**src/rtl/wb_gpio_ctrl_pkg.sv**
```systemverilog
// Shared definitions for the Wishbone GPIO controller: register indices,
// decoded register enum and the byte-lane mask helper.
package wb_gpio_ctrl_pkg;

  localparam logic [2:0] REG_IN      = 3'd0;
  localparam logic [2:0] REG_OUT     = 3'd1;
  localparam logic [2:0] REG_OE      = 3'd2;
  localparam logic [2:0] REG_SET     = 3'd3;
  localparam logic [2:0] REG_CLR     = 3'd4;
  localparam logic [2:0] REG_RISE_EN = 3'd5;
  localparam logic [2:0] REG_FALL_EN = 3'd6;
  localparam logic [2:0] REG_STATUS  = 3'd7;

  typedef enum logic [2:0] {
    RegIn     = REG_IN,
    RegOut    = REG_OUT,
    RegOe     = REG_OE,
    RegSet    = REG_SET,
    RegClr    = REG_CLR,
    RegRiseEn = REG_RISE_EN,
    RegFallEn = REG_FALL_EN,
    RegStatus = REG_STATUS
  } gpio_reg_e;

  // Expand the four Wishbone byte selects into a 32-bit bit mask.
  function automatic logic [31:0] byte_mask(input logic [3:0] sel);
    logic [31:0] m;
    for (int i = 0; i < 4; i++) begin
      m[8*i +: 8] = {8{sel[i]}};
    end
    return m;
  endfunction

endpackage

```
**src/rtl/wb_gpio_ctrl_if.sv**
```systemverilog
// Wishbone pipelined bus bundle between the interconnect and the GPIO slave.
interface wb_gpio_ctrl_if #(
  parameter int unsigned ADDR_W = 32
);
  logic              wb_cyc;
  logic              wb_stb;
  logic              wb_we;
  logic [ADDR_W-1:0] wb_adr;
  logic [3:0]        wb_sel;
  logic [31:0]       wb_dat_i;
  logic [31:0]       wb_dat_o;
  logic              wb_ack;
  logic              wb_stall;
  logic              wb_err;

  modport master (
    output wb_cyc, wb_stb, wb_we, wb_adr, wb_sel, wb_dat_i,
    input  wb_dat_o, wb_ack, wb_stall, wb_err
  );

  modport slave (
    input  wb_cyc, wb_stb, wb_we, wb_adr, wb_sel, wb_dat_i,
    output wb_dat_o, wb_ack, wb_stall, wb_err
  );
endinterface

```
**src/rtl/wb_gpio_ctrl_sync_edge.sv**
```systemverilog
// Two-flop synchroniser for the asynchronous pad inputs plus a delayed copy
// used to detect rising and falling edges of the synchronised value.
module gpio_sync_edge
  import wb_gpio_ctrl_pkg::*;
#(
  parameter int unsigned WIDTH = 16
) (
  input  logic             clk,
  input  logic             rst_n,
  input  logic [WIDTH-1:0] pins,
  output logic [WIDTH-1:0] sync,
  output logic [WIDTH-1:0] rise,
  output logic [WIDTH-1:0] fall
);

  logic [WIDTH-1:0] s1_q, s2_q, prev_q;

  // Synchroniser chain and one-cycle history of the synchronised value.
  always_ff @(posedge clk) begin
    if (!rst_n) begin
      s1_q   <= '0;
      s2_q   <= '0;
      prev_q <= '0;
    end else begin
      s1_q   <= pins;
      s2_q   <= s1_q;
      prev_q <= s2_q;
    end
  end

  assign sync = s2_q;
  assign rise = s2_q & ~prev_q;
  assign fall = ~s2_q & prev_q;

endmodule

```
**src/rtl/wb_gpio_ctrl.sv**
```systemverilog
// Wishbone GPIO slave: pad output/enable registers, set/clear aliases,
// edge-capture status with write-1-to-clear and a level interrupt.
module wb_gpio_ctrl
  import wb_gpio_ctrl_pkg::*;
#(
  parameter int unsigned WIDTH  = 16,
  parameter int unsigned ADDR_W = 32
) (
  input  logic             clk,
  input  logic             rst_n,
  wb_gpio_ctrl_if.slave    wb,
  input  logic [WIDTH-1:0] gpio_i,
  output logic [WIDTH-1:0] gpio_o,
  output logic [WIDTH-1:0] gpio_oe_n,
  output logic             irq
);

  logic             req, wr, rd;
  gpio_reg_e        reg_idx;
  logic [31:0]      wmask32;
  logic [WIDTH-1:0] wmask, wbits;
  logic [WIDTH-1:0] sync, rise, fall;
  logic [WIDTH-1:0] rdata;
  logic             unused_bits;

  logic [WIDTH-1:0] out_q, out_d;
  logic [WIDTH-1:0] oe_q, oe_d;
  logic [WIDTH-1:0] rise_en_q, rise_en_d;
  logic [WIDTH-1:0] fall_en_q, fall_en_d;
  logic [WIDTH-1:0] status_q, status_d;
  logic [31:0]      dat_q, dat_d;
  logic             ack_q;

  gpio_sync_edge #(
    .WIDTH (WIDTH)
  ) u_sync_edge (
    .clk   (clk),
    .rst_n (rst_n),
    .pins  (gpio_i),
    .sync  (sync),
    .rise  (rise),
    .fall  (fall)
  );

  assign req     = wb.wb_cyc & wb.wb_stb;
  assign wr      = req & wb.wb_we;
  assign rd      = req & ~wb.wb_we;
  assign reg_idx = gpio_reg_e'(wb.wb_adr[4:2]);
  assign wmask32 = byte_mask(wb.wb_sel);
  assign wmask   = wmask32[WIDTH-1:0];
  // Only the byte-lane-enabled write bits; used directly for SET/CLR/W1C.
  assign wbits   = wb.wb_dat_i[WIDTH-1:0] & wmask;

  // Address bits outside [4:2] and data/mask bits above WIDTH are don't-care.
  assign unused_bits = ^{wmask32, wb.wb_dat_i, wb.wb_adr[ADDR_W-1:5], wb.wb_adr[1:0]};

  // Register next-state: bus writes, then edge capture which overrides W1C.
  always_comb begin
    out_d     = out_q;
    oe_d      = oe_q;
    rise_en_d = rise_en_q;
    fall_en_d = fall_en_q;
    status_d  = status_q;
    if (wr) begin
      unique case (reg_idx)
        RegIn:     ;
        RegOut:    out_d     = (out_q & ~wmask) | wbits;
        RegOe:     oe_d      = (oe_q & ~wmask) | wbits;
        RegSet:    out_d     = out_q | wbits;
        RegClr:    out_d     = out_q & ~wbits;
        RegRiseEn: rise_en_d = (rise_en_q & ~wmask) | wbits;
        RegFallEn: fall_en_d = (fall_en_q & ~wmask) | wbits;
        RegStatus: status_d  = status_q & ~wbits;
        default:   ;
      endcase
    end
    status_d = status_d | (rise & rise_en_q) | (fall & fall_en_q);
  end

  // Read data mux, registered alongside the ack.
  always_comb begin
    rdata = '0;
    unique case (reg_idx)
      RegIn:          rdata = sync;
      RegOut:         rdata = out_q;
      RegOe:          rdata = oe_q;
      RegSet, RegClr: rdata = '0;
      RegRiseEn:      rdata = rise_en_q;
      RegFallEn:      rdata = fall_en_q;
      RegStatus:      rdata = status_q;
      default:        rdata = '0;
    endcase
    dat_d = '0;
    if (rd) begin
      dat_d[WIDTH-1:0] = rdata;
    end
  end

  // State registers and the one-cycle ack pipeline.
  always_ff @(posedge clk) begin
    if (!rst_n) begin
      out_q     <= '0;
      oe_q      <= '0;
      rise_en_q <= '0;
      fall_en_q <= '0;
      status_q  <= '0;
      dat_q     <= '0;
      ack_q     <= 1'b0;
    end else begin
      out_q     <= out_d;
      oe_q      <= oe_d;
      rise_en_q <= rise_en_d;
      fall_en_q <= fall_en_d;
      status_q  <= status_d;
      dat_q     <= dat_d;
      ack_q     <= req;
    end
  end

  assign gpio_o      = out_q;
  assign gpio_oe_n   = ~oe_q;
  assign irq         = |status_q;
  assign wb.wb_ack   = ack_q;
  assign wb.wb_dat_o = dat_q;
  assign wb.wb_stall = 1'b0;
  assign wb.wb_err   = 1'b0;

endmodule

```
**src/flat_wrapper.sv**
```systemverilog
// flat-port wrapper written by rule: the top's interface ports become plain ports
module wb_gpio_ctrl_flat import wb_gpio_ctrl_pkg::*;
#(
  parameter int unsigned WIDTH  = 16,
  parameter int unsigned ADDR_W = 32
)
  (clk, rst_n, gpio_i, gpio_o, gpio_oe_n, irq, wb_wb_cyc, wb_wb_stb, wb_wb_we, wb_wb_adr, wb_wb_sel, wb_wb_dat_i, wb_wb_dat_o, wb_wb_ack, wb_wb_stall, wb_wb_err);
  wb_gpio_ctrl_if #(.ADDR_W(ADDR_W)) wb_i ();
  input  logic clk;
  input  logic rst_n;
  input  logic [WIDTH-1:0] gpio_i;
  output logic [WIDTH-1:0] gpio_o;
  output logic [WIDTH-1:0] gpio_oe_n;
  output logic irq;
  input wire logic [$bits(wb_i.wb_cyc)-1:0] wb_wb_cyc;
  input wire logic [$bits(wb_i.wb_stb)-1:0] wb_wb_stb;
  input wire logic [$bits(wb_i.wb_we)-1:0] wb_wb_we;
  input wire logic [$bits(wb_i.wb_adr)-1:0] wb_wb_adr;
  input wire logic [$bits(wb_i.wb_sel)-1:0] wb_wb_sel;
  input wire logic [$bits(wb_i.wb_dat_i)-1:0] wb_wb_dat_i;
  output wire logic [$bits(wb_i.wb_dat_o)-1:0] wb_wb_dat_o;
  output wire logic [$bits(wb_i.wb_ack)-1:0] wb_wb_ack;
  output wire logic [$bits(wb_i.wb_stall)-1:0] wb_wb_stall;
  output wire logic [$bits(wb_i.wb_err)-1:0] wb_wb_err;
  assign wb_i.wb_cyc = wb_wb_cyc;
  assign wb_i.wb_stb = wb_wb_stb;
  assign wb_i.wb_we = wb_wb_we;
  assign wb_i.wb_adr = wb_wb_adr;
  assign wb_i.wb_sel = wb_wb_sel;
  assign wb_i.wb_dat_i = wb_wb_dat_i;
  assign wb_wb_dat_o = wb_i.wb_dat_o;
  assign wb_wb_ack = wb_i.wb_ack;
  assign wb_wb_stall = wb_i.wb_stall;
  assign wb_wb_err = wb_i.wb_err;
  wb_gpio_ctrl #(.WIDTH(WIDTH), .ADDR_W(ADDR_W)) u_core (.clk(clk), .rst_n(rst_n), .wb(wb_i), .gpio_i(gpio_i), .gpio_o(gpio_o), .gpio_oe_n(gpio_oe_n), .irq(irq));
endmodule
```
**config.mk**
```make
export PLATFORM = sky130hd
export DESIGN_NAME = wb_gpio_ctrl_flat
export DESIGN_NICKNAME = d
export VERILOG_FILES = /design/src/rtl/wb_gpio_ctrl_pkg.sv /design/src/rtl/wb_gpio_ctrl_if.sv /design/src/rtl/wb_gpio_ctrl_sync_edge.sv /design/src/rtl/wb_gpio_ctrl.sv /design/src/flat_wrapper.sv
export SDC_FILE = /design/constraint.sdc
export NUM_CORES = 1
export LEC_CHECK = 0
export ABC_AREA = 1
export ABC_CLOCK_PERIOD_IN_PS = 1210
export CELL_PAD_IN_SITES_DETAIL_PLACEMENT = 1
export CELL_PAD_IN_SITES_GLOBAL_PLACEMENT = 2
export CORE_MARGIN = 2
export CORE_UTILIZATION = 24
export DETAILED_ROUTE_END_ITERATION = 7
export PLACE_DENSITY_LB_ADDON = 0.1
export SLEW_MARGIN = 20
export SYNTH_ARGS = -nofsm -noshare
export SYNTH_HDL_FRONTEND = slang
export SYNTH_SLANG_ARGS = --single-unit
```
**constraint.sdc**
```tcl
create_clock -name clk -period 1.21 [get_ports clk]
set_input_delay 0.121 -clock clk [delete_from_list [all_inputs] [get_ports clk]]
set_output_delay 0.121 -clock clk [all_outputs]
set_load 0.01 [all_outputs]
```
==> results of run 1 <==
cell type report:
class	count	area (µm²)	area share, %
flip-flops and latches	145	2912	35.08
multi-input cells	495	2359	28.42
repair buffers	183	1595	19.22
inverters	136	510.5	6.151
clock buffers	18	429.2	5.171
well taps	324	405.4	4.885
clock inverters	12	88.84	1.070
per-layer routing:
layer / part of all wire, % / up-vias
li1: - / 2918
met1: 52 / 2770
met2: 43 / 126
met3: 4.3 / 12
met4: 0.74 / 0
met5: 0 / -
worst max-delay path, delay by kind of cell, from the launching register on:
family                 cells  cell delay (ns)
and+or+nand+nor            2             0.43
buffers and inverters      2             0.34
DFF                        1             0.33
worst min-delay path by stage:
stage,to,slack [ns],cells after the start
after floorplan,u_core.u_sync_edge.s1_q[0],0.22,2
after global placement,u_core.u_sync_edge.sync[11],0.40,2
after detailed placement,u_core.u_sync_edge.sync[6],0.40,2
after CTS,u_core.u_sync_edge.s1_q[10],0.21,3
after global routing,u_core.wb.wb_ack,0.03,3
final,u_core.wb.wb_ack,0.03,3
cells by family (layout without fill, tap and decap cells):
| group | Yosys count | in the layout | synth area share (%) |
|---|---|---|---|
| buf+inv | 192 | 349 | 13.63 |
| other cells | 1 | 18 | 0.06315 |
| compound gates | 229 | 229 | 19.51 |
| simple gates | 248 | 248 | 17.91 |
| flops | 145 | 145 | 48.88 |
power groups by stage:
stage	Clock, mW	Sequential (mW)	Combinational (mW)
6_report	4.76	4.94	0.976
4_1_cts	4.88	4.94	0.981
5_1_grt	5.13	4.95	1.08
3_3_place_gp	0	5.03	0.964
3_5_place_dp	0	5.04	0.982
2_1_floorplan	0	5.02	0.451
through the flow:
| step | hold slack (ns) | instance area (µm²) | instances |
|---|---|---|---|
| floorplan | 0.2186 | 6002 | 832 |
| global placement | 0.3955 | 7777 | 1281 |
| detailed placement | 0.4027 | 7777 | 1281 |
| CTS | 0.2124 | 8298 | 1311 |
| global route | 0.03127 | 8299 | 1313 |
| finish | 0.02675 | 8299 | 1313 |
cell usage in the layout, fill, tap and decap left out, types with 8 or more instances in the layout:
| cell type | netlist | final |
|---|---|---|
| a21oi_1 | 79 | 79 |
| buf_4 | 21 | 82 |
| clkbuf_16 | 0 | 17 |
| clkbuf_2 | 0 | 13 |
| clkdlybuf4s15_1 | 0 | 11 |
| clkdlybuf4s50_1 | 0 | 34 |
| conb_1 | 1 | 18 |
| dfxtp_1 | 145 | 138 |
| dlygate4sd2_1 | 0 | 24 |
| inv_1 | 133 | 128 |
| inv_2 | 3 | 8 |
| nand2_1 | 150 | 149 |
| nand3_1 | 33 | 31 |
| nand4_1 | 17 | 17 |
| nor2_1 | 27 | 27 |
| nor3_1 | 13 | 11 |
| o21ai_0 | 140 | 133 |
repair_timing:
item / in CTS / in global routing
buffers inserted: 0 / 1
gates cloned: 0 / 1
gates resized for setup: 96 / 42
pin swaps: 3 / 4
setup endpoints to repair: 127 / 55
==> summary.md, run 1 <==
| Metric | Value |
|---|---|
| Req. time, crit path | `between 1 and 1.5 ns` |
| Syn. warnings | `0` |
| Minimum clock period | `between 1.5 and 2 ns` |
| Failing checks | `negative setup slack` |
| Synth top area share | `around 49%` |
| RSZ-0062 raised after global routing | `yes` |
| Initial Utilization | `approximately 24%` |
| Vias in the first global route | `5,977` |
| Synth Register Bits | `about 150` |
| CTS buffer count | `17` |
| Share of cells above drive strength 1 | `between 10% and 20%` |
| Gate Count Post-Synth | `roughly 800` |
| Max VDD drop | `slightly below 0.7 mV` |
| R2R Setup Slk | `~0.09 ns` |
| Cell taking the most area after synthesis | `dfxtp_1` |
| Final Skew | `roughly 0.006 ns` |
| Die Ht | `approximately 160 µm` |
| Final Wtd Congestion | `roughly 0.8` |
| Crit path kind | `reg -> out` |
| Total power | `about 11 mW` |
| Post-synth EDFFs | `0` |
| Crit. End Element | `output pin` |
| Max cap viols | `0` |
| Largest net degree at the start of global routing | `41` |
| Die area | `between 0.02 and 0.03 mm²` |
| Hpwl dp | `16.00 mm` |
| Most frequent cell after synthesis | `nand2_1` |
| Finished Core Util | `between 30% and 40%` |
| Clk pin slew, worst setup/hold paths | `0.06 ns` |
| First-pass detailed-route iteration total | `4` |
| Post-route setup slack | `-0.4260 ns` |
| Number of diodes | `0` |
| Top Ports | `between 150 and 200` |
| Post-synthesis sequential area ratio | `about half` |
| Clock share of power | `between 40% and 50%` |
| Die X | `roughly 160 µm` |
| Status | `complete, but fails checks` |
| First-pass GRT wire length | `about 34 mm` |
| Commonest cells post-synth | `nand2_1, dfxtp_1, o21ai_0` |
| Worst hold path type | `in -> reg` |
| CP max stage delay | `0.33 ns` |
| Setup violators final | `1` |
| Buffers from clock root to sink, at most | `2` |
| Crit-path slowest cell | `dfxtp_2` |
| Yosys cell types | `22` |
| P_sw | `2.781 mW` |
| Quantity of hold-fixing buffers added after cts | `0` |
| Number of H-tree levels | `4` |
| Syn_area_per_cell | `around 7.3 µm²` |
| R2R depth | `5` |
| Synth area leaders | `dfxtp_1, o21ai_0, nand2_1` |
| Comb power frac | `9.1%` |
| Busiest grt layer | `met2` |
| Met1 Usage GRT | `~25%` |
| Post-route ant nets | `0` |
| Synthesized area | `0.005938 mm²` |
| Max Slew Vio Count | `0` |
| DRT iter0 DRCs | `approximately 270` |
| CTS sink count | `approximately 150` |
| Routed WL | `around 22 mm` |
| Top FF cell, synth | `dfxtp_1` |
| Core Rows | `57` |
| Crit path cell chain | `nor4_4 -> buf_4 -> nand4_1 -> buf_2` |
| Final #Nets | `1,067` |
| Flop pwr share | `a little under half` |
| Hold path start | `wb_wb_stb` |
| Final period util | `135.2%` |
| Core area | `around 0.024 mm²` |
| Static Leak | `between 3 and 4 nW` |
| Ys async rst share | `0%` |
| Antenna violations before repair | `0` |
| Area added between synthesis and finish | `39.76%` |
| Pre-CTS setup slack | `-0.6984 ns` |
| Worst EP arrival | `between 1.5 and 2 ns` |
| Switch share | `a little over a quarter` |
| Final-report hold violation count | `0` |
| Buffers on Ports | `around 90` |
| Power density cells | `1286 mW/mm²` |
| Grt met2 use | `around a quarter` |
| Routing usage on met3 | `3.184%` |
| Startpoint types | `register` |
| Fmax achieved | `a little over 600 MHz` |
| Crit Path Max Fanout | `2` |
| Gr usage total | `~17%` |
| CTS Root Cell | `clkbuf_16` |
| Crit path capture | `irq` |
| GRT overflow | `0` |
| Internal power | `roughly 7.9 mW` |
| Wire length per cell | `~16 µm` |
| CTS tree | `built` |
| Reg2reg end | `u_core.wb.wb_dat_o[8]` |
| Setup TNS | `-0.4260 ns` |
| Vias/cell | `around 4.4` |
| Clk_lat worst skew | `~0.42 ns` |
| Fill cells | `3,016` |
| Critical Path Source | `u_core.status_q[4]` |
| Routed vias | `approximately 6,000` |
| Post-route DRC | `0` |
Power figures use the tool's default switching activity.
==> inputs of run 2 (changes only) <==
Settings changed: CELL_PAD_IN_SITES_GLOBAL_PLACEMENT 2 to 1, CORE_UTILIZATION 24 to 31.
==> run 2 against run 1 <==
Effect of this change: the run still ends with negative setup slack left; power up 2.4%; design area decreased by 1.2%; sequential power barely moved; sequential share of layout area grew 0.45 points; critical endpoint unchanged; sequential cell count did not move; largest cell class unchanged; worst hold slack improved by 0.056 ns; clock skew is 0.0039 ns higher; routed wire length fell by 5.8%; critical path type unchanged.
==> summary.md, run 2 (same netlist as run 1, synthesis figures left out) <==
| Metric | Value |
|---|---|
| Status | `complete, but fails checks` |
| Failing checks | `negative setup slack` |
| Post-route ant nets | `0 (unchanged)` |
| CP max stage delay | `0.33 ns (about the same)` |
| Commonest cells after routing, fill and taps aside | `nand2_1, dfxtp_1, inv_1, o21ai_0, a21oi_1` |
| Clk_lat worst skew | `0.42 ns (about the same)` |
| Clk pin slew, worst setup/hold paths | `0.06 ns (about the same)` |
| Largest net degree at the start of global routing | `97 (+140%)` |
| Post-Layout Cell Count | `1,208 (-8.0%)` |
| Core Rows | `50 (-12%)` |
| Final Wtd Congestion | `0.8247 (+2.9%)` |
| Die area | `0.02028 mm² (-22%)` |
| Commonest non-fill, non-tap cell in the layout | `nand2_1` |
| Worst hold path type | `in -> reg` |
| R2R depth | `5 (unchanged)` |
| Post-route setup slack | `-0.4064 ns (+0.01955 ns)` |
| Crit. End Element | `output pin` |
| Crit Path Max Fanout | `2 (unchanged)` |
| GRT overflow | `0 (unchanged)` |
| Die Ht | `142.4 µm (-12%)` |
| Crit path cell chain | `nor4_4 -> buf_4 -> nand4_1 -> buf_2` |
| Worst EP arrival | `1.50 ns (about the same)` |
| Req. time, crit path | `1.09 ns (about the same)` |
| Vias in the first global route | `5,972 (-0.084%)` |
| Max VDD drop | `0.9540 mV (+42%)` |
| Top Ports | `157 (unchanged)` |
| Final #Nets | `1,050 (-1.6%)` |
| Power density cells | `1333 mW/mm² (+3.7%)` |
| Hold path start | `wb_wb_stb` |
| Wire length per cell | `16.87 µm (+2.4%)` |
| Vias/cell | `4.870 (+9.8%)` |
| Setup TNS | `-0.4064 ns (+0.01955 ns)` |
| DRT iter0 DRCs | `393 (+46%)` |
| Number of diodes | `0 (unchanged)` |
| Routed WL | `20.38 mm (-5.8%)` |
| Die X | `142.4 µm (-12%)` |
| Post-route DRC | `0 (unchanged)` |
| Antenna violations before repair | `0 (unchanged)` |
| RSZ-0062 raised after global routing | `yes` |
| Minimum clock period | `1.616 ns (-0.01955 ns)` |
| Reg2reg end | `u_core.wb.wb_dat_o[12]` |
| R2R Setup Slk | `0.17 ns (+0.08 ns)` |
| Final period util | `133.6% (-1.6 points)` |
| Gr usage total | `20.75% (+3.6 points)` |
| Crit path kind | `reg -> out` |
| Share of cells above drive strength 1 | `16.84% (-0.15 points)` |
| Setup violators final | `1 (unchanged)` |
| CTS sink count | `145 (unchanged)` |
| CTS tree | `built` |
| Pre-CTS setup slack | `-0.7416 ns (-0.04319 ns)` |
| Crit-path slowest cell | `dfxtp_2` |
| Number of H-tree levels | `4 (unchanged)` |
| Hold EP | `u_core.wb.wb_ack` |
| Buffers from clock root to sink, at most | `2 (unchanged)` |
| Core area | `0.01877 mm² (-23%)` |
| Hold Crit Depth | `3 (unchanged)` |
| CTS Root Cell | `clkbuf_16` |
| Routed vias | `5,883 (+0.98%)` |
| Final-report hold violation count | `0 (unchanged)` |
| First-pass detailed-route iteration total | `5 (+1)` |
| Quantity of hold-fixing buffers added after cts | `0 (unchanged)` |
| Placed cell count | `1,175 (-8.3%)` |
| CTS buffer count | `17 (unchanged)` |
| Fmax achieved | `618.7 MHz (+1.2%)` |
| First-pass GRT wire length | `32.32 mm (-5.1%)` |
| Area added between synthesis and finish | `38.03%` |
| Hpwl dp | `14.57 mm (-8.9%)` |
| Final Skew | `0.009983 ns (+0.003914 ns)` |
| Initial Utilization | `31.64% (+7.2 points)` |
| Reg2reg start | `u_core.status_q[12]` |
| Static Leak | `3.746 nW (-0.61%)` |
| Buffers on Ports | `91 (unchanged)` |
| Startpoint types | `register` |
| Max Slew Vio Count | `0 (unchanged)` |
| Max cap viols | `0 (unchanged)` |
==> run 2: cell count changes in the layout (fill, tap and decap cells not counted), sizes merged <==
cell,delta
buf,-18
clkdlybuf4s15,+3
clkbuf,-2
bufinv,+1
dlymetal6s2s,+2
clkdlybuf4s50,-2
clkinvlp,+1
==> run 2: report_power, final <==
part | total (mW) | leakage, nW | internal, mW | switching (mW)
clock network | 5.04 | 0.259 | 2.85 | 2.19
logic | 0.951 | 2.31 | 0.397 | 0.555
registers | 4.94 | 1.18 | 4.88 | 0.0596
==> run 2: area by class of cell <==
class                   instances  area [µm²]
well taps                     234       292.8
multi-input cells             495        2376
inverters                     136       513.0
flip-flops and latches        145        2913
fillers                      2290       10570
repair buffers                166        1539
clock inverters                14       133.9
clock buffers                  18       429.2
==> run 2: worst max-delay path by stage <==
stage / from / endpoint / slack (ns) / cells past startpoint
after floorplan: wb_wb_adr[4] / register / 0.06 / 7
after global placement: wb_wb_adr[4] / u_core.wb.wb_dat_o[12] / -0.67 / 10
after detailed placement: wb_wb_adr[4] / u_core.wb.wb_dat_o[12] / -0.74 / 10
after CTS: u_core.status_q[5] / irq / -0.47 / 4
after global routing: u_core.status_q[4] / irq / -0.48 / 4
final: u_core.status_q[4] / irq / -0.41 / 4
==> run 2: what timing repair did <==
item	4_1_cts	5_1_grt
pin swaps	2	3
setup buffers	0	1
gates resized for setup	104	67
setup endpoints to repair	134	84
cloned	0	0
==> run 2: routing by layer <==
| layer | share of wire [%] | GRT usage, % | up-vias |
|---|---|---|---|
| met2 | 43 | 32.37 | 151 |
| met3 | 5.0 | 3.533 | 31 |
| met5 | 0 | 0 | - |
| met1 | 50 | 29.33 | 2810 |
| li1 | - | - | 2891 |
| met4 | 1.7 | 6.462 | 0 |
==> run 2: critical path: cells and delay by family, from the launching register on <==
family / cells / cell delay (ns)
simple gates: 2 / 0.41
buf+inv: 2 / 0.34
flops: 1 / 0.33
==> run 2: through the flow <==
| stage | power, mW | area, µm² | hold WS, ns | utilization (%) |
|---|---|---|---|---|
| after floorplan | 5.474 | 6002 | 0.2186 | - |
| after global placement | 5.944 | 7582 | 0.3942 | 40.40 |
| after detailed placement | 5.973 | 7582 | 0.4004 | 40.40 |
| after CTS | 11.02 | 8145 | 0.2066 | 43.40 |
| after global routing | 11.37 | 8197 | 0.09873 | 43.67 |
| final | 10.93 | 8197 | 0.08282 | 43.67 |
==> inputs of run 3 (changes only) <==
Settings changed: CORE_UTILIZATION 31 to 40, DONT_BUFFER_PORTS set to 1.
==> run 3 against run 2 <==
Effect of this change: non-clock buffer count down 65; routed wire length down 3.8%; utilization up 8.6 points; clock-buffer cell count unchanged; clock power up 9.1%; the flow still finishes with violations (negative setup slack); final cell count down 9.5%.
==> summary.md, run 3 (same netlist as run 1, synthesis figures left out) <==
| Metric | Value |
|---|---|
| Commonest non-fill, non-tap cell in the layout | `nand2_1` |
| Power density cells | `1482 mW/mm² (+11%)` |
| Post-route DRC | `0 (unchanged)` |
| Core Rows | `44 (-12%)` |
| Setup TNS | `-0.2814 ns (+0.1250 ns)` |
| Fmax achieved | `670.5 MHz (+8.4%)` |
| Initial Utilization | `40.86% (+9.2 points)` |
| Setup violators final | `1 (unchanged)` |
| Routed vias | `5,688 (-3.3%)` |
| Crit Path Max Fanout | `3 (+1)` |
| Top Ports | `157 (unchanged)` |
| CTS buffer count | `17 (unchanged)` |
| CTS Root Cell | `clkbuf_16` |
| Vias/cell | `5.204 (+6.9%)` |
| Failing checks | `negative setup slack` |
| Buffers on Ports | `0 (-100%)` |
| First-pass detailed-route iteration total | `4 (-1)` |
| RSZ-0062 raised after global routing | `yes` |
| Req. time, crit path | `1.09 ns (about the same)` |
| Setup bufs post-CTS | `0 (unchanged)` |
| Number of diodes | `0 (unchanged)` |
| Area added between synthesis and finish | `27.83%` |
| Minimum clock period | `1.491 ns (-0.1250 ns)` |
| Vias in the first global route | `5,843 (-2.2%)` |
| Final period util | `123.3% (-10 points)` |
| CTS tree | `built` |
| Antenna violations before repair | `0 (unchanged)` |
| Pre-CTS setup slack | `-0.1048 ns (+0.6368 ns)` |
| DRT iter0 DRCs | `311 (-21%)` |
| Routed WL | `19.62 mm (-3.8%)` |
| Buffers from clock root to sink, at most | `2 (unchanged)` |
| Startpoint types | `register` |
| First-pass GRT wire length | `31.28 mm (-3.2%)` |
| Worst hold path type | `in -> reg` |
| Post-route ant nets | `0 (unchanged)` |
| Final #Nets | `985 (-6.2%)` |
| Crit. End Element | `output pin` |
| Max VDD drop | `0.9186 mV (-3.7%)` |
| Largest net degree at the start of global routing | `66 (-32%)` |
| R2R Setup Slk | `0.06 ns (-0.11 ns)` |
| Number of H-tree levels | `4 (unchanged)` |
| CTS sink count | `145 (unchanged)` |
| Final-report hold violation count | `0 (unchanged)` |
| Static Leak | `3.237 nW (-14%)` |
| Finished Core Util | `52.23% (+8.6 points)` |
| Die X | `125.8 µm (-12%)` |
| Share of cells above drive strength 1 | `8.691% (-8.1 points)` |
| Total power | `11.25 mW (+2.9%)` |
| Crit path kind | `reg -> out` |
| Gr usage total | `25.29% (+4.5 points)` |
| Hold Crit Depth | `4 (+1)` |
| Max Slew Vio Count | `0 (unchanged)` |
| Commonest cells after routing, fill and taps aside | `nand2_1, dfxtp_1, o21ai_0, inv_1, a21oi_1` |
| Wire length per cell | `17.95 µm (+6.4%)` |
| Die area | `0.01584 mm² (-22%)` |
| Status | `complete, but fails checks` |
| Worst EP arrival | `1.37 ns (-0.13 ns)` |
| R2R depth | `3 (-2)` |
| Final Wtd Congestion | `0.8356 (+1.3%)` |
| Final Skew | `0.006541 ns (-0.003442 ns)` |
| Die Ht | `125.8 µm (-12%)` |
| Max cap viols | `0 (unchanged)` |
| Core area | `0.01453 mm² (-23%)` |
| Post-route setup slack | `-0.2814 ns (+0.1250 ns)` |
| Clk pin slew, worst setup/hold paths | `0.06 ns (about the same)` |
| Clk_lat worst skew | `0.42 ns (about the same)` |
| GRT overflow | `0 (unchanged)` |
| Hpwl dp | `12.70 mm (-13%)` |
-- run 3: cell types whose count changed in the layout (fill, tap and decap cells not counted), moves of 11 or more --
| cell | delta |
|---|---|
| o21ai_0 | +24 |
| dlygate4sd2_1 | -24 |
| dlygate4sd3_1 | +65 |
| buf_4 | -33 |
| o21ai_1 | -21 |
| clkdlybuf4s50_1 | -32 |
| clkbuf_2 | -11 |
-- run 3: final timing paths --
path	end	from
min reg2reg	u_core.u_sync_edge.sync[3]	u_core.u_sync_edge.s1_q[3]
min	u_core.gpio_o[3]	wb_wb_dat_i[3]
max	irq	u_core.status_q[5]
max reg2reg	u_core.u_sync_edge.prev_q[15]	u_core.u_sync_edge.sync[15]
-- run 3: layout make-up --
class,count,area (µm²)
Clock inverter,14,178.9
Timing Repair Buffer,101,1016
Inverter,136,510.5
Sequential cell,145,2905
Fill cell,1806,6943
Multi-Input combinational cell,495,2311
Tap cell,184,230.2
Clock buffer,18,439.2
-- run 3: worst max-delay path: stages, from the launching register on --
cell	delay, ns
dfxtp_1	0.33
nor4_2	0.27
buf_4	0.16
nand4_1	0.19
-- run 3: layer usage --
| metal | part of all wire, % | global-route usage, % | up-vias |
|---|---|---|---|
| met2 | 46 | 40.99 | 164 |
| met5 | 0 | 0 | - |
| met3 | 6.3 | 5.905 | 14 |
| met4 | 0.85 | 6.270 | 0 |
| met1 | 47 | 34.32 | 2751 |
| li1 | - | - | 2759 |
-- run 3: power by group --
group / leakage (nW) / internal, mW / total (mW) / switching, mW
logic: 1.76 / 0.335 / 0.807 / 0.472
registers: 1.18 / 4.88 / 4.94 / 0.0673
clock network: 0.294 / 3.32 / 5.50 / 2.17
total: 3.24 / 8.54 / 11.2 / 2.71
-- run 3: repair_timing --
action / 4_1_cts / 5_1_grt
hold endpoints to repair: 97 / 0
resized for setup: 2 / 3
hold buffers: 66 / 0
setup endpoints to repair: 1 / 1
pin swaps: 1 / 2
-- run 3: metrics by stage --
stage	hold WS [ns]	instances	cell area, µm²
2_1_floorplan	0.2186	832	6002
3_3_place_gp	0.2190	995	6271
3_5_place_dp	0.2265	995	6271
4_1_cts	0.003135	1093	7575
5_1_grt	0.02375	1093	7591
6_report	0.01843	1093	7591
